## config.mk

```make
export PLATFORM = sky130hd
export DESIGN_NAME = lcd_init_writer
export DESIGN_NICKNAME = d
export VERILOG_FILES = /design/src/rtl/lcd_init_writer.sv
export SDC_FILE = /design/constraint.sdc
export NUM_CORES = 1
export LEC_CHECK = 0
export ABC_AREA = 1
export ABC_CLOCK_PERIOD_IN_PS = 3900
export BUFFER_PORTS_ARGS = -buffer_cell sky130_fd_sc_hd__buf_2
export CAP_MARGIN = 25
export CORE_ASPECT_RATIO = 1.5
export CORE_MARGIN = 10
export CORE_UTILIZATION = 35
export DETAILED_ROUTE_END_ITERATION = 16
export GPL_TIMING_DRIVEN = 0
export HOLD_SLACK_MARGIN = 0.03
export PLACE_DENSITY = 0.54
export RECOVER_POWER = 50
export SETUP_SLACK_MARGIN = 0.1
export SLEW_MARGIN = 10
export SYNTH_ARGS = -nofsm -noshare
export SYNTH_HDL_FRONTEND = slang
export SYNTH_SLANG_ARGS = --single-unit
```

## constraint.sdc

```tcl
create_clock -name clk -period 3.9 [get_ports clk]
set_input_delay 0.39 -clock clk [delete_from_list [all_inputs] [get_ports clk]]
set_output_delay 0.39 -clock clk [all_outputs]
set_load 0.05 [all_outputs]
```

## src/rtl/lcd_init_writer.sv

```systemverilog
// Walks the init/fill ROM one word per pass and replays it on an 8080-style LCD write bus.
// Eight clocks per bus write at default timing; adv_o pulses once per consumed word, and done_o latches at the end marker.
module lcd_init_writer #(
  parameter int ROM_W      = 18,
  parameter int ROM_LAT    = 1,
  parameter int T_SU       = 1,
  parameter int T_WRL      = 2,
  parameter int T_WRH      = 2,
  parameter int DELAY_UNIT = 50
) (
  input  logic             clk,
  input  logic             rstn,
  input  logic             start_i,
  input  logic [ROM_W-1:0] rom_data_i,
  input  logic             init_fin_i,
  output logic             adv_o,
  output logic             lcd_cs_n,
  output logic             lcd_rs,
  output logic             lcd_wr_n,
  output logic             lcd_rd_n,
  output logic [15:0]      lcd_data_o,
  output logic             busy_o,
  output logic             done_o
);

  localparam int PH_MAX_A = (ROM_LAT > T_SU) ? ROM_LAT : T_SU;
  localparam int PH_MAX_B = (T_WRL > T_WRH) ? T_WRL : T_WRH;
  localparam int PH_MAX   = (PH_MAX_A > PH_MAX_B) ? PH_MAX_A : PH_MAX_B;
  localparam int PH_W     = $clog2(PH_MAX + 1);
  localparam int PS_W     = (DELAY_UNIT > 1) ? $clog2(DELAY_UNIT) : 1;

  localparam logic [PH_W-1:0] FETCH_LAST = PH_W'(ROM_LAT);
  localparam logic [PH_W-1:0] SU_LAST    = PH_W'(T_SU - 1);
  localparam logic [PH_W-1:0] WRL_LAST   = PH_W'(T_WRL - 1);
  localparam logic [PH_W-1:0] WRH_LAST   = PH_W'(T_WRH - 1);
  localparam logic [PS_W-1:0] PRE_LAST   = PS_W'(DELAY_UNIT - 1);

  typedef enum logic [2:0] {
    IDLE, FETCH, SETUP, WRL, WRH, DELAY, ADV, DONE
  } state_t;

  state_t            state;
  logic [PH_W-1:0]   ph_cnt;
  logic [PS_W-1:0]   pre_cnt;
  logic [15:0]       dly_cnt;
  logic [1:0]        rom_type;
  logic [15:0]       payload;

  assign rom_type = rom_data_i[ROM_W-1 -: 2];
  assign payload  = rom_data_i[15:0];
  assign lcd_rd_n = 1'b1;

  // Outputs are registered alongside the state, so they always reflect the state being entered.
  always_ff @(posedge clk or negedge rstn) begin
    if (!rstn) begin
      state      <= IDLE;
      ph_cnt     <= '0;
      pre_cnt    <= '0;
      dly_cnt    <= '0;
      adv_o      <= 1'b0;
      lcd_cs_n   <= 1'b1;
      lcd_rs     <= 1'b1;
      lcd_wr_n   <= 1'b1;
      lcd_data_o <= '0;
      busy_o     <= 1'b0;
      done_o     <= 1'b0;
    end else begin
      adv_o <= 1'b0;
      case (state)
        IDLE: begin
          if (start_i) begin
            state  <= FETCH;
            ph_cnt <= '0;
            busy_o <= 1'b1;
          end
        end

        // The first ROM_LAT cycles let the registered ROM catch up with the current address.
        FETCH: begin
          if (ph_cnt != FETCH_LAST) begin
            ph_cnt <= ph_cnt + PH_W'(1);
          end else begin
            ph_cnt <= '0;
            if (init_fin_i) begin
              state  <= DONE;
              busy_o <= 1'b0;
              done_o <= 1'b1;
            end else begin
              case (rom_type)
                2'b00, 2'b01: begin
                  lcd_rs     <= rom_type[0];
                  lcd_data_o <= payload;
                  lcd_cs_n   <= 1'b0;
                  state      <= SETUP;
                end
                2'b10: begin
                  if (payload == 16'd0) begin
                    state <= ADV;
                    adv_o <= 1'b1;
                  end else begin
                    dly_cnt <= payload;
                    pre_cnt <= '0;
                    state   <= DELAY;
                  end
                end
                default: begin
                  state <= ADV;
                  adv_o <= 1'b1;
                end
              endcase
            end
          end
        end

        SETUP: begin
          if (ph_cnt != SU_LAST) begin
            ph_cnt <= ph_cnt + PH_W'(1);
          end else begin
            ph_cnt   <= '0;
            lcd_wr_n <= 1'b0;
            state    <= WRL;
          end
        end

        WRL: begin
          if (ph_cnt != WRL_LAST) begin
            ph_cnt <= ph_cnt + PH_W'(1);
          end else begin
            ph_cnt   <= '0;
            lcd_wr_n <= 1'b1;
            state    <= WRH;
          end
        end

        WRH: begin
          if (ph_cnt != WRH_LAST) begin
            ph_cnt <= ph_cnt + PH_W'(1);
          end else begin
            ph_cnt   <= '0;
            lcd_cs_n <= 1'b1;
            adv_o    <= 1'b1;
            state    <= ADV;
          end
        end

        // Prescaler ticks once per DELAY_UNIT clocks; dly_cnt counts remaining payload units.
        DELAY: begin
          if (pre_cnt != PRE_LAST) begin
            pre_cnt <= pre_cnt + PS_W'(1);
          end else begin
            pre_cnt <= '0;
            dly_cnt <= dly_cnt - 16'd1;
            if (dly_cnt == 16'd1) begin
              adv_o <= 1'b1;
              state <= ADV;
            end
          end
        end

        ADV: begin
          ph_cnt <= '0;
          state  <= FETCH;
        end

        DONE: begin
          state <= DONE;
        end

        default: begin
          state <= IDLE;
        end
      endcase
    end
  end

endmodule

```

# [After elaboration in Yosys (flattened, before gate mapping)]
# Cells that the tools add are included.
# Widths: inputs -> output; s select.
[word_totals] register_bits=49 in_bits=22 out_inout_bits=23 wordCells=106
[op_classes] add_sub_neg=3 n_eq_ne=24 mux=46 bitwise=2 n_reduce_logical=20
[ops] operator="$mux 16" n=5
[ops] operator="$pmux 16 s2" n=1
[ops] operator="$mux 6" n=5
[ops] operator="$mux 3" n=8
[ops] operator="$pmux 3 s8" n=1
[ops] operator="$ne 2x2->1 const B" n=11
[ops] operator="$eq 16x1->1 const B" n=1
[ops] operator="$logic_not 16->1" n=1
[ops] operator="$sub 16x1->16 const B" n=1
[ops] operator="$mux 1" n=14
[ops] operator="$eq 3x3->1 const B" n=4
[ops] operator="$pmux 6 s2" n=1
[ops] operator="$reduce_and 5->1" n=2
[ops] operator="$reduce_bool 2->1" n=5
[ops] operator="$mux 2" n=4
[ops] operator="$pmux 1 s2" n=4
[ops] operator="$pmux 2 s4" n=1
[ops] operator="$reduce_and 4->1" n=2
[ops] operator="$reduce_and 7->1" n=1
[ops] operator="$add 6x1->6 const B" n=1
[ops] operator="$eq 3x2->1 const B" n=2
[ops] operator="$ne 6x6->1 const B" n=1
[ops] operator="$pmux 3 s2" n=1
[ops] operator="$reduce_and 3->1" n=2
[ops] operator="other kinds (14)" n=16

# [Depth between registers and ports, before layout]
# Gate-level depths: netlist (run 1).
[depth] ltp_word=6 depth_mapped=11 ltp_nobuf=11

# [Worst setup path after synthesis (run 1)]
# Ideal clock, no wire load.
[synth_timing] path_kind="reg2reg" startpoint="register ph_cnt[1]" endpoint="register lcd_data_o[11]" setup_time_ns=0.131 arrival_time_ns=1.468 path_slack_ns=2.300 stages_incl_launch_ff=9 path_buffers=1 period_less_slack_ns=1.600 cell_sequence="dfrtp_1 inv_1 ha_1 inv_1 nor3_2 inv_2 clkbuf_1 nand2_1 o21ai_0"
[synth_via] elab_chain_cells=3
[synth_lines] element="from (decl)" line_no="43" rtl="logic [PH_W-1:0] ph_cnt;"
[synth_lines] element="from (signal assigned)" line_no="81" rtl="ph_cnt <= ph_cnt + PH_W'(1);"
[synth_lines] element="from (signal assigned)" line_no="117" rtl="ph_cnt <= ph_cnt + PH_W'(1);"
[synth_lines] element="from (signal assigned)" line_no="127" rtl="ph_cnt <= ph_cnt + PH_W'(1);"
[synth_lines] element="$ne 2x1->1" line_no="80" rtl="if (ph_cnt != FETCH_LAST) begin"
[synth_lines] element="$not 1->1 (no line)"
[synth_lines] element="$reduce_and 4->1 (no line)"
[synth_lines] element="to (signal assigned)" line_no="92" rtl="lcd_data_o <= payload;"
[synth_lines] element="to (decl)" line_no="21" rtl="output logic [15:0] lcd_data_o,"
# Every way passes these cells.
# A chain may end at the register's enable or synchronous reset.

# [Final worst setup path (run 1)]
[layout_timing] startpoint="register ph_cnt[1]" endpoint="register lcd_data_o[12]"
# Same word-level chain as after synthesis.

==> results of run 1 <==
==> logic make-up after synthesis <==
logic type,count (synthesis)
AOI/OAI and AO/OA,61
xor gates and xnor gates,7
adders and majority gates,7
buffers and inverters,62
DFF,49
other,1
and+or+nand+nor,216
==> cells in the mapped netlist, types with 3 or more instances <==
cell type    n
dfrtp_1     46
xor2_1       7
o21ai_0     26
inv_2        9
dfstp_2      3
nand3_1     26
inv_1       43
nand3_2      3
nor2_1      50
a21oi_1      8
o21ai_1     11
ha_1         7
o21ai_2     10
nor3_1       4
o22ai_1      3
clkbuf_1     4
nand2_1    119
==> sequential cells by signal, summed over array words and instances (netlist names) <==
| signal | count |
|---|---|
| dly_cnt | 16 |
| lcd_data_o | 16 |
| pre_cnt | 6 |
| state | 3 |
| ph_cnt | 2 |
| adv_o | 1 |
| busy_o | 1 |
| done_o | 1 |
| lcd_cs_n | 1 |
| lcd_rs | 1 |
| lcd_wr_n | 1 |
==> layout make-up <==
cell class	instances	area, sq um	share of cell area [%]
Multi-Input combinational cell	292	1449	41.54
Sequential cell	49	1230	35.26
Timing Repair Buffer	45	230.2	6.600
Inverter	52	195.2	5.595
Tap cell	105	131.4	3.766
Clock buffer	5	125.1	3.587
Clock inverter	3	65.06	1.865
Buffer	10	62.56	1.793
==> timing repair <==
action | 4_1_cts | 5_1_grt
hold endpoints to repair | 1 | 0
setup endpoints to repair | 0 | 0
hold buffers | 1 | 0
==> worst max path at each step <==
stage | from | end | slack (ns) | cells after the start
4_1_cts | ph_cnt[1] | lcd_data_o[12] | 1.80 | 8
6_report | ph_cnt[1] | lcd_data_o[12] | 1.82 | 8
3_3_place_gp | ph_cnt[1] | lcd_data_o[13] | 1.83 | 8
2_1_floorplan | ph_cnt[1] | lcd_data_o[11] | 2.30 | 8
3_5_place_dp | ph_cnt[1] | lcd_data_o[3] | 1.80 | 8
5_1_grt | ph_cnt[1] | lcd_data_o[14] | 1.64 | 8
==> metal layers <==
metal | GRT usage (%) | up-vias
li1 | - | 1368
met1 | 15.29 | 1225
met2 | 24.01 | 52
met3 | 3.193 | 12
met4 | 4.591 | 0
met5 | 0 | -
==> critical path, cell delays in order, from the launching register on <==
cell,delay [ns]
dfrtp_1,0.40
inv_1,0.09
ha_1,0.26
inv_1,0.16
nor3_2,0.43
inv_2,0.09
clkbuf_1,0.31
nand2_1,0.12
o21ai_0,0.08
==> where the power goes <==
part / total, mW / internal [mW] / switching, mW
Sequential: 0.955 / 0.760 / 0.195
Combinational: 1.66 / 0.474 / 1.19
Clock: 0.562 / 0.366 / 0.195
==> through the flow <==
stage               power, mW  instances  area (sq um)  setup slack, ns
floorplan               2.234        403          2937            2.300
global route            3.450        561          3488            1.638
finish                  3.181        561          3488            1.824
global placement        2.632        551          3283            1.831
detailed placement      2.657        552          3303            1.804
CTS                     3.232        561          3503            1.796
==> flow_summary.yaml, run 1 <==
drt:
  ant_nets: 0
  routed.top_layer: "met4"
  wl_met2_um: 4314
  drt_iter0_drc: 129
  wl_um: 8063
  routedWlPerCell_um: 14.37
  firstDrtPassIters: 4
  via_count: 2657
  drc: 0
  via_per_inst: 4.736
  wl_met1_um: 3244
  met3_length_um: 331
logic_synthesis:
  synth_area_per_cell_sq_um: 7.287
  synth_edf_count: 0
  syn-num-nets: 432
  async_reset_ff_share_pct: 100.0
  synth_area_leaders: "dfrtp_1 (39%), nand2_1 (15%), nor2_1 (6.4%)"
  synth_simple_gate_area_share_pct: 32.04
  synth_seq_cells: 49
  syn_area_sq_mm: 0.002937
  seq_area_frac_synth_pct: 41.88
  ys.warnings.count: 0
  yosys.area.top_type_share_pct: 39.20
  synth_mux_area_share_pct: 0
  synth-compound-area-share_pct: 12.10
  synth_top_family_by_area: "simple AND/OR/NAND/NOR gates"
  yosys.area_share.xor_xnor_pct: 2.088
  netlist-cell-type-count: 33
  synth_ff_type: "dfrtp_1"
  synth_cells: 403
  yosysTopAreaCell: "dfrtp_1"
  synth_adder_area_share_pct: 2.983
floorplan:
  dieArea_sq_mm: 0.01253
  start_util_pct: 36.22
  ios: 45
  die_w_um: 94.79
  fp.coreArea_sq_mm: 0.008108
  rows: 40
  die_y_um: 132.2
clocking:
  cts_resized: 0
  path_clk_slew_ns: 0.07
  clkSinkCount: 49
  clock_latency_ns: 0.29
  cts_root_buffer: "clkbuf_16"
  cts-buffers-inserted: 5
  cts_buffer_depth: 2
  cts_tree: "built"
  htree_levels: 2
  post_cts_buffers: 0
power_and_ir_drop:
  powerDensity_mw_per_mm2: 912.0
  leakage_nw: 1.749
  ir_worst_vdd_v: 0.0003703
timing:
  drv_slew: 0
  relSlewSlack_pct: 37.31
  fin_tns_setup_ns: 0
  tightestPinTransition_ns: 0.9404
  max_freq_mhz: 481.8
  period_needed_ns: 2.076
  rsz0062_at_grt: "no"
  finClkSkew_ns: 0.004911
  setup-violations-final: 0
  hold_ws_ns: 0.3203
  hold_viol: 0
  finalCritPeriodShare_pct: 53.22
setup_path:
  worstPathArrival_ns: 2.23
  r2r_cells: 8
  rrSetupSlack_ns: 1.82
  critPathKind: "reg -> reg"
  path_max_fanout: 10
  cp-start-kind: "register"
  critPathCaptureType: "register"
  reg2reg_from: "ph_cnt[1]"
  r2r_end: "lcd_data_o[12]"
  required_ns: 4.05
layout:
  final_cell_mix: "nand2_1 (119), nor2_1 (50), dfrtp_1 (46)"
  drive_above_1_share_pct: 18.20
  final_common_cell: "nand2_1"
  final_nets: 484
  nFillCells: 872
  antenna_cells: 0
  utilization_pct: 43.02
  syn_to_final_growth_pct: 18.79
job:
  maxCapViolations: 0
hold_path:
  hp-start: "rom_data_i[16]"
  hold_path_depth: 3
  min_path_type: "in -> reg"
  whs_endpoint: "lcd_rs"
placed_design:
  dp_hpwl_um: 6417
  port_buffers: 43
  place_congestion: 0.9178
grt:
  grt_pass1_vias: 2770
  grt-ovfl-total: 0
  track_usage_pct: 13.61
  antenna_found_initial: 0
  grt_max_degree: 35
  grt_pass1_wl_um: 13660
outcome:
  status: "complete, no violations"
Power figures use the tool's default switching activity.
==> run 2: changes to the inputs <==
Settings changed: ABC_AREA 1 to 0, ABC_CLOCK_PERIOD_IN_PS 3900 to 1900, PLACE_DENSITY 0.54 to 0.56.
Clock period 3.9 ns to 1.9 ns, I/O delays scaled along.
==> run 2 against run 1 <==
Effect of this change: power is 90% higher; maximum frequency is 13% higher; clock power is 65% higher; cell count is 16% lower; core utilization is 6.1 points higher; via count is 0.75% lower; critical path depth is 2 lower; routed wire length is 6.3% higher; critical endpoint is now dly_cnt[14].
==> flow_summary.yaml, run 2 <==
grt:
  grt_pass1_vias: 2773
  antenna_found_initial: 0
  grt_max_degree: 32
  track_usage_pct: 14.13
  grt_pass1_wl_um: 13700
  grt-ovfl-total: 0
timing:
  finalWorstSetupSlack_ns: 0.06362
  finClkSkew_ns: 0.006269
  drv_slew: 0
  rsz0062_at_grt: "yes"
  max_freq_mhz: 544.6
  fin_tns_setup_ns: 0
  tightestPinTransition_ns: 0.8209
  period_needed_ns: 1.836
  relSlewSlack_pct: 45.27
  hold_ws_ns: 0.1821
  setup-violations-final: 0
  finalCritPeriodShare_pct: 96.65
  hold_viol: 0
power_and_ir_drop:
  leakage_nw: 1.582
  powerDensity_mw_per_mm2: 1604
  p_comb_share_pct: 53.2
  ir_worst_vdd_v: 0.0006776
  sw_frac_of_total_pct: 46.74
  internal-power_mw: 3.213
  p_total_mw: 6.033
  p_seq_share_pct: 31.4
  p_switching_mw: 2.820
  pwr-share-clk_pct: 15.4
clocking:
  path_clk_slew_ns: 0.07
  cts-buffers-inserted: 5
  clock_latency_ns: 0.29
  cts_buffer_depth: 2
  cts_root_buffer: "clkbuf_16"
  clkSinkCount: 49
  htree_levels: 2
  cts_tree: "built"
layout:
  antenna_cells: 0
  nFillCells: 737
  finish.instance_area_sq_mm: 0.003762
  drive_above_1_share_pct: 38.98
  multi_input_area_sq_mm: 0.001630
  syn_to_final_growth_pct: 35.33
  top_regs: "dly_cnt: 16 flops, lcd_data_o: 16 flops, pre_cnt: 6 flops"
  final_common_cell: "dfrtp_1"
  final_cell_mix: "dfrtp_1 (45), buf_4 (31), buf_2 (24)"
  utilization_pct: 49.11
  final_nets: 400
  regArea_sq_mm: 0.001231
  stdcell_count: 474
drt:
  drc: 0
  wl_um: 8575
  via_per_inst: 5.563
  drt_iter0_drc: 151
  ant_nets: 0
  via_count: 2637
  firstDrtPassIters: 4
  routedWlPerCell_um: 18.09
logic_synthesis:
  netlist-cell-type-count: 52
  synth_cells: 287
  synth_edf_count: 0
  async_reset_ff_share_pct: 100.0
  seq_area_frac_synth_pct: 44.24
  synth.most_common_cell: "dfrtp_1"
  syn_area_sq_mm: 0.002780
  synth_area_per_cell_sq_um: 9.687
  yosysTopAreaCell: "dfrtp_1"
  yosys.area.top_type_share_pct: 41.40
  synth_seq_cells: 49
  synth_ff_type: "dfrtp_1"
  ys.warnings.count: 0
  synth_common_cells: "dfrtp_1 (46), a21oi_1 (22), nor2_1 (22), mux2_2 (18), nand2_1 (18)"
  synth_area_leaders: "dfrtp_1 (41%), mux2_2 (7.3%), a21oi_1 (4.0%)"
  syn-num-nets: 316
hold_path:
  min_path_type: "in -> reg"
floorplan:
  rows: 39
  start_util_pct: 36.29
  ios: 45
  die_y_um: 129.2
  fp.coreArea_sq_mm: 0.007661
  dieArea_sq_mm: 0.01198
  die_w_um: 92.77
setup_path:
  worstPathArrival_ns: 2.01
  cp-start-kind: "register"
  required_ns: 2.07
  critPathKind: "reg -> reg"
  critPathCaptureType: "register"
  path_max_fanout: 4
placed_design:
  dp_hpwl_um: 5848
  dp.cells: 433
  pre_cts_ws_ns: -0.2215
  port_buffers: 43
  dpl_cell_area_sq_mm: 0.003184
  place_congestion: 0.8486
outcome:
  status: "complete, no violations"
job:
  maxCapViolations: 0
==> run 2: final cells by class <==
cell class | count | share of cell area, %
Tap cell | 102 | 3.392
Inverter | 9 | 0.8979
Sequential cell | 49 | 32.72
Buffer | 16 | 3.226
Timing Repair Buffer | 77 | 12.37
Clock inverter | 2 | 0.3658
Multi-Input combinational cell | 213 | 43.33
Clock buffer | 6 | 3.691
==> run 2: repair_timing <==
action | in CTS | in global routing
gates resized for setup | 30 | 34
endpoints found under the setup margin | 32 | 33
cloned | 2 | 0
hold buffers | 1 | 0
buffers inserted | 21 | 10
pin swaps | 10 | 12
hold endpoints to repair | 27 | 0
==> run 2: path summary, 6_finish.rpt <==
| check | cells past startpoint | start | slack [ns] | end |
|---|---|---|---|---|
| max in group asynchronous | 3 | rstn | 0.41 | lcd_data_o[1] |
| min in group asynchronous | 2 | rstn | 0.53 | lcd_data_o[9] |
| max reg2reg | 6 | dly_cnt[7] | 0.06 | dly_cnt[14] |
| max | 6 | dly_cnt[7] | 0.06 | dly_cnt[14] |
| min | 2 | rom_data_i[5] | 0.18 | lcd_data_o[5] |
| min reg2reg | 1 | done_o | 0.47 | done_o |
==> run 2: cell families after synthesis <==
group,synth area share (%)
compound gates,21.33
fa+ha+maj,3.150
buf+inv,4.230
flops,44.24
mux,7.291
other cells,0.1349
simple gates,19.62
==> run 2: worst max-delay path, cell delays in order (launching register included) <==
cell and delay (ns):
dfrtp_1 0.38, buf_6 0.13, or4_4 0.44, or3_4 0.35, o31a_1 0.24, o21ai_1 0.11, o21ai_1 0.08
==> run 2: power by group through the flow <==
stage | Sequential [mW] | Clock [mW] | Combinational [mW]
finish | 1.90 | 0.926 | 3.21
global route | 1.97 | 0.976 | 3.48
CTS | 1.86 | 0.946 | 3.11
detailed placement | 1.89 | 0 | 2.77
global placement | 1.86 | 0 | 2.73
floorplan | 2.60 | 0 | 1.33
==> run 2: metal layers <==
| layer | up-vias | track usage (%) | part of all wire (%) |
|---|---|---|---|
| met5 | - | 0 | 0 |
| met4 | 0 | 4.007 | 1.6 |
| met3 | 13 | 1.792 | 3.0 |
| met2 | 63 | 27.97 | 57 |
| met1 | 1321 | 14.95 | 38 |
| li1 | 1240 | - | - |
